### config.mk
export PLATFORM = sky130hd
export DESIGN_NAME = sa_tile_scheduler_flat
export DESIGN_NICKNAME = d
export VERILOG_FILES = /design/src/rtl/sa_tile_scheduler_pkg.sv /design/src/rtl/sa_tile_scheduler_if.sv /design/src/rtl/sa_tile_scheduler_idx_cnt.sv /design/src/rtl/sa_tile_scheduler.sv /design/src/flat_wrapper.sv
export SDC_FILE = /design/constraint.sdc
export NUM_CORES = 1
export LEC_CHECK = 0
export BUFFER_PORTS_ARGS = -buffer_cell sky130_fd_sc_hd__buf_2
export CORE_ASPECT_RATIO = 0.8
export CORE_MARGIN = 5
export CORE_UTILIZATION = 25
export CTS_CLUSTER_DIAMETER = 100
export DETAILED_ROUTE_END_ITERATION = 6
export PLACE_DENSITY_LB_ADDON = 0.15
export REMOVE_ABC_BUFFERS = 1
export SYNTH_ARGS = -nofsm -noshare
export SYNTH_HDL_FRONTEND = slang
export SYNTH_HIERARCHICAL = 1
export SYNTH_SLANG_ARGS = --single-unit
### constraint.sdc
create_clock -name I_CLK -period 2.5 [get_ports I_CLK]
set_input_delay 0.25 -clock I_CLK [delete_from_list [all_inputs] [get_ports I_CLK]]
set_output_delay 0.25 -clock I_CLK [all_outputs]
set_load 0.02 [all_outputs]
### src/rtl/sa_tile_scheduler_pkg.sv
// sa_tile_scheduler_pkg: state encoding and parameter defaults shared by the tile scheduler files
package sa_tile_scheduler_pkg;
  localparam int M_DIM_DEF = 64;
  localparam int X_R_DEF = 16;
  localparam int W_C_DEF = 16;
  localparam int IDX_W_DEF = 8;
  typedef enum logic [6:0] {
    S_IDLE  = 7'b0000001,
    S_CLR   = 7'b0000010,
    S_LOAD  = 7'b0000100,
    S_FEED  = 7'b0001000,
    S_DRAIN = 7'b0010000,
    S_OUT   = 7'b0100000,
    S_DONE  = 7'b1000000
  } state_t;
  function automatic int drain_cyc_def(input int x_r, input int w_c);
    return x_r + w_c - 1;
  endfunction
endpackage

### src/rtl/sa_tile_scheduler_if.sv
// sa_tile_scheduler_if: control, feeder/array and result-handoff signals of the tile scheduler
interface sa_tile_scheduler_if import sa_tile_scheduler_pkg::*; #(parameter int IDX_W = IDX_W_DEF);
  logic I_START;
  logic [IDX_W-1:0] I_ROW_TILES;
  logic [IDX_W-1:0] I_COL_TILES;
  logic I_OPND_VLD;
  logic I_MGR_OVER;
  logic I_TILE_RDY;
  logic O_BUSY;
  logic O_DONE;
  logic O_SA_CLR;
  logic O_MGR_START;
  logic O_PE_SHIFT;
  logic [IDX_W-1:0] O_ROW_IDX;
  logic [IDX_W-1:0] O_COL_IDX;
  logic O_TILE_VLD;
  modport master (
    input I_START, I_ROW_TILES, I_COL_TILES, I_OPND_VLD, I_MGR_OVER, I_TILE_RDY,
    output O_BUSY, O_DONE, O_SA_CLR, O_MGR_START, O_PE_SHIFT, O_ROW_IDX, O_COL_IDX, O_TILE_VLD
  );
  modport slave (
    output I_START, I_ROW_TILES, I_COL_TILES, I_OPND_VLD, I_MGR_OVER, I_TILE_RDY,
    input O_BUSY, O_DONE, O_SA_CLR, O_MGR_START, O_PE_SHIFT, O_ROW_IDX, O_COL_IDX, O_TILE_VLD
  );
endinterface

### src/rtl/sa_tile_scheduler_idx_cnt.sv
// sa_tile_scheduler_idx_cnt: row-major 2-D tile index counter with latched tile counts and last flag
module sa_tile_scheduler_idx_cnt import sa_tile_scheduler_pkg::*; #(
  parameter int IDX_W = IDX_W_DEF
) (
  input  logic             I_CLK,
  input  logic             I_ASYN_RSTN,
  input  logic             I_SYNC_RSTN,
  input  logic             load,
  input  logic             adv,
  input  logic [IDX_W-1:0] row_tiles,
  input  logic [IDX_W-1:0] col_tiles,
  output logic [IDX_W-1:0] row,
  output logic [IDX_W-1:0] col,
  output logic             last
);
  logic [IDX_W-1:0] row_n, col_n;
  logic col_end;
  assign col_end = col == col_n - IDX_W'(1);
  assign last = col_end && row == row_n - IDX_W'(1);
  // Advancing past the last tile returns both indices to 0 rather than overrunning the count
  always_ff @(posedge I_CLK or negedge I_ASYN_RSTN)
    if (!I_ASYN_RSTN) begin
      row_n <= IDX_W'(1);
      col_n <= IDX_W'(1);
      row <= '0;
      col <= '0;
    end else if (!I_SYNC_RSTN) begin
      row_n <= IDX_W'(1);
      col_n <= IDX_W'(1);
      row <= '0;
      col <= '0;
    end else if (load) begin
      row_n <= row_tiles == '0 ? IDX_W'(1) : row_tiles;
      col_n <= col_tiles == '0 ? IDX_W'(1) : col_tiles;
      row <= '0;
      col <= '0;
    end else if (adv) begin
      col <= col_end ? '0 : col + IDX_W'(1);
      row <= last ? '0 : col_end ? row + IDX_W'(1) : row;
    end
endmodule

### src/rtl/sa_tile_scheduler.sv
// sa_tile_scheduler: walks the output tile grid and sequences clear/feed/drain/handoff of the systolic array
module sa_tile_scheduler import sa_tile_scheduler_pkg::*; #(
  parameter int M_DIM     = M_DIM_DEF,
  parameter int X_R       = X_R_DEF,
  parameter int W_C       = W_C_DEF,
  parameter int DRAIN_CYC = drain_cyc_def(X_R, W_C),
  parameter int IDX_W     = IDX_W_DEF
) (
  input logic I_CLK,
  input logic I_ASYN_RSTN,
  input logic I_SYNC_RSTN,
  sa_tile_scheduler_if.master bus
);
  localparam int CNT_W = $clog2(DRAIN_CYC + 1);
  if (M_DIM < 1 || DRAIN_CYC < 1) begin : g_bad_param
    $error("sa_tile_scheduler: M_DIM and DRAIN_CYC must be >= 1");
  end
  state_t st, st_nxt;
  logic [CNT_W-1:0] cnt;
  logic [IDX_W-1:0] row, col;
  logic feed_shift, drain_end, last;
  assign feed_shift = st == S_FEED && bus.I_OPND_VLD;
  assign drain_end = st == S_DRAIN && cnt == CNT_W'(DRAIN_CYC - 1);
  always_ff @(posedge I_CLK or negedge I_ASYN_RSTN)
    if (!I_ASYN_RSTN) st <= S_IDLE;
    else st <= I_SYNC_RSTN ? st_nxt : S_IDLE;
  always_ff @(posedge I_CLK or negedge I_ASYN_RSTN)
    if (!I_ASYN_RSTN) cnt <= '0;
    else cnt <= I_SYNC_RSTN && st == S_DRAIN ? cnt + CNT_W'(1) : '0;
  always_comb begin
    st_nxt = st;
    case (st)
      S_IDLE:  st_nxt = bus.I_START ? S_CLR : S_IDLE;
      S_CLR:   st_nxt = S_LOAD;
      S_LOAD:  st_nxt = S_FEED;
      S_FEED:  st_nxt = feed_shift && bus.I_MGR_OVER ? S_DRAIN : S_FEED;
      S_DRAIN: st_nxt = drain_end ? S_OUT : S_DRAIN;
      S_OUT:   st_nxt = bus.I_TILE_RDY ? (last ? S_DONE : S_CLR) : S_OUT;
      S_DONE:  st_nxt = S_IDLE;
      default: st_nxt = S_IDLE;
    endcase
  end
  // Shift is the only output not purely decoded from state: feed stalls follow operand-valid
  always_comb begin
    bus.O_BUSY = st != S_IDLE;
    bus.O_DONE = st == S_DONE;
    bus.O_SA_CLR = st == S_CLR;
    bus.O_MGR_START = st == S_LOAD;
    bus.O_PE_SHIFT = feed_shift || st == S_DRAIN;
    bus.O_TILE_VLD = st == S_OUT;
    bus.O_ROW_IDX = row;
    bus.O_COL_IDX = col;
  end
  sa_tile_scheduler_idx_cnt #(.IDX_W(IDX_W)) u_idx (
    .I_CLK       (I_CLK),
    .I_ASYN_RSTN (I_ASYN_RSTN),
    .I_SYNC_RSTN (I_SYNC_RSTN),
    .load        (st == S_IDLE && bus.I_START),
    .adv         (st == S_OUT && bus.I_TILE_RDY),
    .row_tiles   (bus.I_ROW_TILES),
    .col_tiles   (bus.I_COL_TILES),
    .row         (row),
    .col         (col),
    .last        (last)
  );
endmodule
### src/flat_wrapper.sv
// flat-port wrapper written by rule: the top's interface ports become plain ports
module sa_tile_scheduler_flat import sa_tile_scheduler_pkg::*;
#(
  parameter int M_DIM     = M_DIM_DEF,
  parameter int X_R       = X_R_DEF,
  parameter int W_C       = W_C_DEF,
  parameter int DRAIN_CYC = drain_cyc_def(X_R, W_C),
  parameter int IDX_W     = IDX_W_DEF
)
  (I_CLK, I_ASYN_RSTN, I_SYNC_RSTN, bus_I_START, bus_I_ROW_TILES, bus_I_COL_TILES, bus_I_OPND_VLD, bus_I_MGR_OVER, bus_I_TILE_RDY, bus_O_BUSY, bus_O_DONE, bus_O_SA_CLR, bus_O_MGR_START, bus_O_PE_SHIFT, bus_O_ROW_IDX, bus_O_COL_IDX, bus_O_TILE_VLD);
  sa_tile_scheduler_if #(.IDX_W(IDX_W)) bus_i ();
  input logic I_CLK;
  input logic I_ASYN_RSTN;
  input logic I_SYNC_RSTN;
  input wire logic [$bits(bus_i.I_START)-1:0] bus_I_START;
  input wire logic [$bits(bus_i.I_ROW_TILES)-1:0] bus_I_ROW_TILES;
  input wire logic [$bits(bus_i.I_COL_TILES)-1:0] bus_I_COL_TILES;
  input wire logic [$bits(bus_i.I_OPND_VLD)-1:0] bus_I_OPND_VLD;
  input wire logic [$bits(bus_i.I_MGR_OVER)-1:0] bus_I_MGR_OVER;
  input wire logic [$bits(bus_i.I_TILE_RDY)-1:0] bus_I_TILE_RDY;
  output wire logic [$bits(bus_i.O_BUSY)-1:0] bus_O_BUSY;
  output wire logic [$bits(bus_i.O_DONE)-1:0] bus_O_DONE;
  output wire logic [$bits(bus_i.O_SA_CLR)-1:0] bus_O_SA_CLR;
  output wire logic [$bits(bus_i.O_MGR_START)-1:0] bus_O_MGR_START;
  output wire logic [$bits(bus_i.O_PE_SHIFT)-1:0] bus_O_PE_SHIFT;
  output wire logic [$bits(bus_i.O_ROW_IDX)-1:0] bus_O_ROW_IDX;
  output wire logic [$bits(bus_i.O_COL_IDX)-1:0] bus_O_COL_IDX;
  output wire logic [$bits(bus_i.O_TILE_VLD)-1:0] bus_O_TILE_VLD;
  assign bus_i.I_START = bus_I_START;
  assign bus_i.I_ROW_TILES = bus_I_ROW_TILES;
  assign bus_i.I_COL_TILES = bus_I_COL_TILES;
  assign bus_i.I_OPND_VLD = bus_I_OPND_VLD;
  assign bus_i.I_MGR_OVER = bus_I_MGR_OVER;
  assign bus_i.I_TILE_RDY = bus_I_TILE_RDY;
  assign bus_O_BUSY = bus_i.O_BUSY;
  assign bus_O_DONE = bus_i.O_DONE;
  assign bus_O_SA_CLR = bus_i.O_SA_CLR;
  assign bus_O_MGR_START = bus_i.O_MGR_START;
  assign bus_O_PE_SHIFT = bus_i.O_PE_SHIFT;
  assign bus_O_ROW_IDX = bus_i.O_ROW_IDX;
  assign bus_O_COL_IDX = bus_i.O_COL_IDX;
  assign bus_O_TILE_VLD = bus_i.O_TILE_VLD;
  sa_tile_scheduler #(.M_DIM(M_DIM), .X_R(X_R), .W_C(W_C), .DRAIN_CYC(DRAIN_CYC), .IDX_W(IDX_W)) u_core (.I_CLK(I_CLK), .I_ASYN_RSTN(I_ASYN_RSTN), .I_SYNC_RSTN(I_SYNC_RSTN), .bus(bus_i));
endmodule
==> flow_summary.yaml, run 1 <==
job:
  cap_violations: 0
setup_path:
  criticalPathCategory: "register to register"
  critPathMaxFanout: 7
  cpMaxStageDelayCell: "or4b_4"
  crit_required_ns: 2.71
  start_kind: "register"
  r2r-end: "u_core/u_idx/row[3]$_DFFE_PN0P_"
  cp_top_family: "simple AND/OR/NAND/NOR gates"
  end_kind: "register"
  arrival_ns: 2.58
  crit_chain: "inv_2 -> ha_4 -> nor3b_2 -> xnor2_1 -> nor4_2 -> buf_4 -> nand3_2 -> or4b_4 -> o211ai_2"
  r2r_slack_ns: 0.13
  r2r_start: "u_core/u_idx/col_n[0]$_DFFE_PN1P_"
  path_buf_inv: 2
  cpPeakStageDelay_ns: 0.61
  r2r_cells: 9
yosys:
  syn-cell-area_sq_mm: 0.00286
  synth_cells: 309
  yosys.area.top_type_share_pct: 35.8
  synth_edf_count: 0
  ys_types: 54
  yosys_warnings: 6
  avgSynthCellArea_sq_um: 9.27
  synth_ff_type: "dfrtp_1"
  synth_area_leaders: "dfrtp_1 (36%), mux2i_1 (5.6%), xnor2_1 (5.5%), nor2b_1 (5.2%), nand4_1 (3.1%)"
  async_flop_share_pct: 100
  seq_area_frac_synth_pct: 38.6
  ys_seq_elements: 44
  synth_top_area_cell: "dfrtp_1"
power_and_ir_drop:
  swShare_pct: 28.4
  power_switching_mw: 0.499
  seqPwrFrac_pct: 43.6
  p_int_mw: 1.26
  powerDensity_mw_per_mm2: 491
  finalPower_mw: 1.76
  vdd_drop_max_mv: 0.219
  clockPowerShare_pct: 37.4
  combPwrFrac_pct: 19.1
  leakage_nw: 1.55
finish:
  syn_to_final_growth_pct: 25.0
  layout-drive-gt1-share_pct: 28.0
  layout_commonest_cell: "buf_2"
  final_cell_area_sq_mm: 0.00358
  nets: 403
  final_util_pct: 31.4
  layoutNonFillerInstCount: 523
  most-common-layout-cells: "buf_2 (44), dfrtp_1 (41), buf_4 (24), nor2b_1 (24), nand2_1 (22)"
  n_antenna_cell: 0
global_route:
  grt_pass1_vias: 2528
  grt_util_met1_pct: 18.6
  grt_max_degree: 26
  grtUsageTotal_pct: 12.0
  gr-max-usage-layer: "met1"
  grt-ovfl-total: 0
  grtUsageMet2_pct: 16.8
  antenna_found_initial: 0
  grtUsageMet3_pct: 2.23
  grt_pass1_wl_um: 13200
floorplanning:
  dieHeight_um: 106
  coreArea_sq_mm: 0.0114
  die_w_um: 130
  dieArea_sq_mm: 0.0137
  start_util_pct: 25.2
  rows: 35
  io_pins: 45
timing:
  setup_slack_ns: 0.126
  slew_headroom_pct: 47.7
  fin_crit_ns: 2.37
  finalHoldViolCount: 0
  tns_ns: 0
  finClkSkew_ns: 0.0129
  drv_slew: 0
  worst_pin_slew_ns: 0.782
  finalCritPeriodShare_pct: 95.0
  setup_viol: 0
  fmax_mhz: 421
  timing.hold.ws_ns: 0.245
clock_network:
  cts_buffers: 5
  htree_levels: 2
  worstSkewPairLatency_ns: 0.29
  clock_sinks: 44
  cts.reportedPaths.clkPinSlew_ns: 0.06
  clockBufferDepth: 2
  cts_tree: "built"
  root_buffer: "clkbuf_16"
place:
  dpl.hpwl_um: 5820
  dpl.cell_count: 513
  io_buffers: 44
  place_congestion: 0.760
  preCtsSetupSlack_ns: -0.0244
  dpl_cell_area_sq_mm: 0.00339
routing:
  vias: 2489
  vias_per_cell: 4.76
  wl_per_cell_um: 14.8
  drt_iter0_drc: 99
  routed_wl_um: 7750
  drc: 0
  drt_pass1_iterations: 4
  ant_nets: 0
hold_path:
  min_from: "bus_I_ROW_TILES[5]"
  min_path_cells: 3
  hold_end: "u_core/u_idx/row_n[5]$_DFFE_PN0P_"
  hp-class: "input pin to register"
status:
  status: "completed"
==> state kept, by name, summed over array words and instances (netlist names) <==
name / flops
u_core/u_idx/row: 8
u_core/cnt: 5
u_core/st: 7
u_core/u_idx/col_n: 8
u_core/u_idx/col: 8
u_core/u_idx/row_n: 8
==> synthesized netlist by cell type (4+ instances only) <==
master    count
a21oi_1      11
and2_1        5
and3_1        5
clkbuf_1      9
dfrtp_1      41
ha_1          6
inv_1        15
mux2i_1      16
nand2_1      22
nand3_1      12
nand4_1      14
nor2_1       19
nor2b_1      24
nor3_1        8
nor4_1        6
o211ai_1      7
o21ai_0       4
o221ai_2      4
o22ai_1       5
or2_2         4
xnor2_1      18
xor2_1        7
==> layer usage <==
layer / wire length (um) / share of wire (%)
met1: 4070 / 53
met2: 3270 / 42
met3: 333 / 4.3
met4: 76 / 0.98
met5: 0 / 0
==> power groups by stage <==
| stage | clock network (mW) | registers [mW] | logic (mW) |
|---|---|---|---|
| floorplan | 0 | 0.771 | 0.192 |
| global placement | 0 | 0.778 | 0.325 |
| detailed placement | 0 | 0.778 | 0.324 |
| CTS | 0.686 | 0.765 | 0.330 |
| global route | 0.711 | 0.771 | 0.374 |
| finish | 0.657 | 0.765 | 0.335 |
==> area by class of cell <==
cell class	instances	area [sq um]
clock buffer	6	129
clock inverter	2	12.5
fill	1218	7810
inverter	15	56.3
multi-input combinational	239	1680
sequential	44	1100
tap	148	185
timing repair buffer	69	410
==> worst register-to-register path: cells and delay by family (launching register included) <==
family                   cells  cell delay (ns)
AO/OA/AOI/OAI                1             0.17
XOR/XNOR                     1             0.14
adder cells (fa/ha/maj)      1             0.16
buffers and inverters        2             0.20
flip-flops                   1             0.54
AND/OR/NAND/NOR              4             1.10
==> cells by family (layout without fill, tap and decap cells) <==
family                     count (synthesis)  in the layout  synth area share (%)
muxes                                     16             16                  5.59
xor gates and xnor gates                  26             26                  8.21
buffers and inverters                     26             92                  3.67
and+or+nand+nor                          146            146                  29.7
DFF                                       44             44                  38.6
adders and majority gates                  6              6                  2.62
AOI/OAI and AO/OA                         45             45                  11.7
==> what timing repair did <==
| action | 4_1_cts | 5_1_grt |
|---|---|---|
| pin swaps | 0 | 10 |
| gates resized for setup | 2 | 5 |
| hold endpoints to repair | 1 | 0 |
| endpoints found under the setup margin | 7 | 7 |
| setup buffers | 0 | 2 |
| hold buffers | 1 | 0 |
==> worst max-delay path by stage <==
stage | start | to | slack [ns] | cells after the start
after global routing | u_core/u_idx/col_n[0]$_DFFE_PN1P_ | u_core/u_idx/row[2]$_DFFE_PN0P_ | -0.002 | 9
after floorplan | u_core/u_idx/col_n[0]$_DFFE_PN1P_ | u_core/u_idx/row[3]$_DFFE_PN0P_ | -0.04 | 8
after global placement | u_core/u_idx/col_n[0]$_DFFE_PN1P_ | u_core/u_idx/row[5]$_DFFE_PN0P_ | -0.0004 | 10
after CTS | u_core/u_idx/col_n[0]$_DFFE_PN1P_ | u_core/u_idx/row[2]$_DFFE_PN0P_ | 0.005 | 10
after detailed placement | u_core/u_idx/col_n[0]$_DFFE_PN1P_ | u_core/u_idx/row[2]$_DFFE_PN0P_ | -0.02 | 10
final | u_core/u_idx/col_n[0]$_DFFE_PN1P_ | u_core/u_idx/row[3]$_DFFE_PN0P_ | 0.13 | 9
No activity file was read; power rests on OpenSTA's default activity.
==> run 2, diff against run 1 <==
--- a/config.mk
+++ b/config.mk
@@ -7,12 +7,12 @@
 export LEC_CHECK = 0
 export BUFFER_PORTS_ARGS = -buffer_cell sky130_fd_sc_hd__buf_2
 export CORE_ASPECT_RATIO = 0.8
-export CORE_MARGIN = 5
+export CORE_MARGIN = 2
 export CORE_UTILIZATION = 25
 export CTS_CLUSTER_DIAMETER = 100
 export DETAILED_ROUTE_END_ITERATION = 6
+export GPL_TIMING_DRIVEN = 0
 export PLACE_DENSITY_LB_ADDON = 0.15
-export REMOVE_ABC_BUFFERS = 1
 export SYNTH_ARGS = -nofsm -noshare
 export SYNTH_HDL_FRONTEND = slang
 export SYNTH_HIERARCHICAL = 1
==> run 2 against run 1 <==
  * Maximum frequency down 3.5%
  * Flip-flop and latch count unchanged
  * Clock skew down 0.0059 ns
  * Combinational power about the same
  * First-iteration DRC count up 43%
  * Sequential power about the same
  * Wire length down 3.3%
  * Clock-buffer cell count up 2
  * Non-clock buffer count down 12
  * Critical endpoint is now u_core/u_idx/row[6]$_DFFE_PN0P_
  * Highest routed layer unchanged
==> flow_summary.yaml, run 2 (synthesis results as in run 1) <==
floorplanning:
  io_pins: 45
  dieHeight_um: 99.7
  dieArea_sq_mm: 0.0123
  start_util_pct: 26.0
  rows: 34
  die_w_um: 124
  coreArea_sq_mm: 0.0110
yosys:
  syn_nets: 338
clock_network:
  worstSkewPairLatency_ns: 0.29
  clock_sinks: 44
  clockBufferDepth: 2
  cts_hold_buf: 0
  cts_buffers: 5
  cts.reportedPaths.clkPinSlew_ns: 0.06
  htree_levels: 2
  cts_tree: "built"
  root_buffer: "clkbuf_16"
setup_path:
  critPathLaunch: "u_core/u_idx/col_n[0]$_DFFE_PN1P_"
  r2r_start: "u_core/u_idx/col_n[0]$_DFFE_PN1P_"
  crit_required_ns: 2.70
  end_kind: "register"
  start_kind: "register"
  critPathMaxFanout: 7
  criticalPathCategory: "register to register"
  arrival_ns: 2.66
timing:
  drv_slew: 0
  setup_slack_ns: 0.0390
  setup_viol: 0
  rsz0062_at_grt: "true"
  finalCritPeriodShare_pct: 98.4
  fmax_mhz: 406
  finClkSkew_ns: 0.00695
  finalHoldViolCount: 0
  slew_headroom_pct: 27.8
  fin_crit_ns: 2.46
  worst_pin_slew_ns: 1.08
place:
  dpl.hpwl_um: 5380
  io_buffers: 44
  place_congestion: 0.744
  dpl_cell_area_sq_mm: 0.00326
  dpl.cell_count: 497
  preCtsSetupSlack_ns: -0.592
global_route:
  grt-ovfl-total: 0
  antenna_found_initial: 0
  grt_pass1_wl_um: 12500
  grtUsageTotal_pct: 13.0
  grt_pass1_vias: 2389
  grt_max_degree: 45
job:
  cap_violations: 0
finish:
  nets: 391
  layoutNonFillerInstCount: 507
  layout_commonest_cell: "buf_2"
  n_antenna_cell: 0
  final_cell_area_sq_mm: 0.00353
  syn_to_final_growth_pct: 23.2
  layout-drive-gt1-share_pct: 25.3
  final_util_pct: 32.0
  most-common-layout-cells: "buf_2 (45), dfrtp_1 (41), nor2b_1 (24)"
power_and_ir_drop:
  powerDensity_mw_per_mm2: 504
  combPwrFrac_pct: 18.7
  power_switching_mw: 0.501
  leakage_nw: 1.49
  seqPwrFrac_pct: 43.2
  p_int_mw: 1.28
  swShare_pct: 28.2
  clockPowerShare_pct: 38.2
  vdd_drop_max_mv: 0.215
  finalPower_mw: 1.78
routing:
  drc: 0
  wl_per_cell_um: 14.8
  ant_nets: 0
  routed_wl_um: 7490
  drt_iter0_drc: 142
  drt_pass1_iterations: 4
  vias_per_cell: 4.79
  vias: 2430
status:
  status: "completed"
hold_path:
  hp-class: "input pin to asynchronous set/reset pin"
-- run 2: critical path: stages (launching register included) --
cell and delay, ns:
dfstp_2 0.54, inv_2 0.05, ha_4 0.26, xor2_1 0.13
nand2_1 0.11, nor4_4 0.33, nand3_2 0.12, or4b_4 0.66
o221ai_2 0.18
-- run 2: power by group through the flow --
stage	registers (mW)	logic (mW)	clock network [mW]
after CTS	0.765	0.317	0.710
after floorplan	0.771	0.199	0
after global placement	0.780	0.290	0
after global routing	0.772	0.371	0.743
after detailed placement	0.780	0.293	0
final	0.768	0.332	0.679
-- run 2: layer usage --
layer / track usage, % / routed length [um] / up-vias
met1: 19.4 / 3990 / 1168
li1: - / - / 1216
met2: 19.1 / 3160 / 41
met3: 2.69 / 285 / 5
met4: 2.88 / 52 / 0
met5: 0 / 0 / -
-- run 2: cell type report --
| type | instances | area [sq um] |
|---|---|---|
| Tap cell | 144 | 180 |
| Timing Repair Buffer | 48 | 250 |
| Multi-Input combinational cell | 239 | 1750 |
| Buffer | 9 | 40.0 |
| Fill cell | 1145 | 7490 |
| Inverter | 15 | 56.3 |
| Clock buffer | 8 | 146 |
| Sequential cell | 44 | 1100 |
-- run 2: final timing paths --
path | end | slack [ns] | cells after the start
min in group I_CLK | u_core/u_idx/col_n[5]$_DFFE_PN0P_ | 0.24 | 3
hold / removal | u_core/u_idx/col_n[2]$_DFFE_PN0P_ | 0.15 | 1
hold reg to reg | u_core/cnt[0]$_DFF_PN0_ | 0.49 | 1
setup reg to reg | u_core/u_idx/row[6]$_DFFE_PN0P_ | 0.04 | 8
setup / recovery | u_core/u_idx/row[6]$_DFFE_PN0P_ | 0.04 | 8
max in group asynchronous | u_core/u_idx/col[5]$_DFFE_PN0P_ | 1.66 | 1
-- run 2: timing repair --
item | CTS | global route
resized for setup | 9 | 14
pin swaps | 2 | 10
endpoints found under the setup margin | 24 | 26
buffers inserted | 3 | 1
hold endpoints to repair | 0 | 0
-- run 2: stage by stage --
step | TNS (ns) | hold slack [ns]
6_report | 0 | 0.152
5_1_grt | -0.366 | 0.245
4_1_cts | 0 | 0.213
3_5_place_dp | -9.15 | 0.490
3_3_place_gp | -9.30 | 0.483
2_1_floorplan | 0 | -0.0456
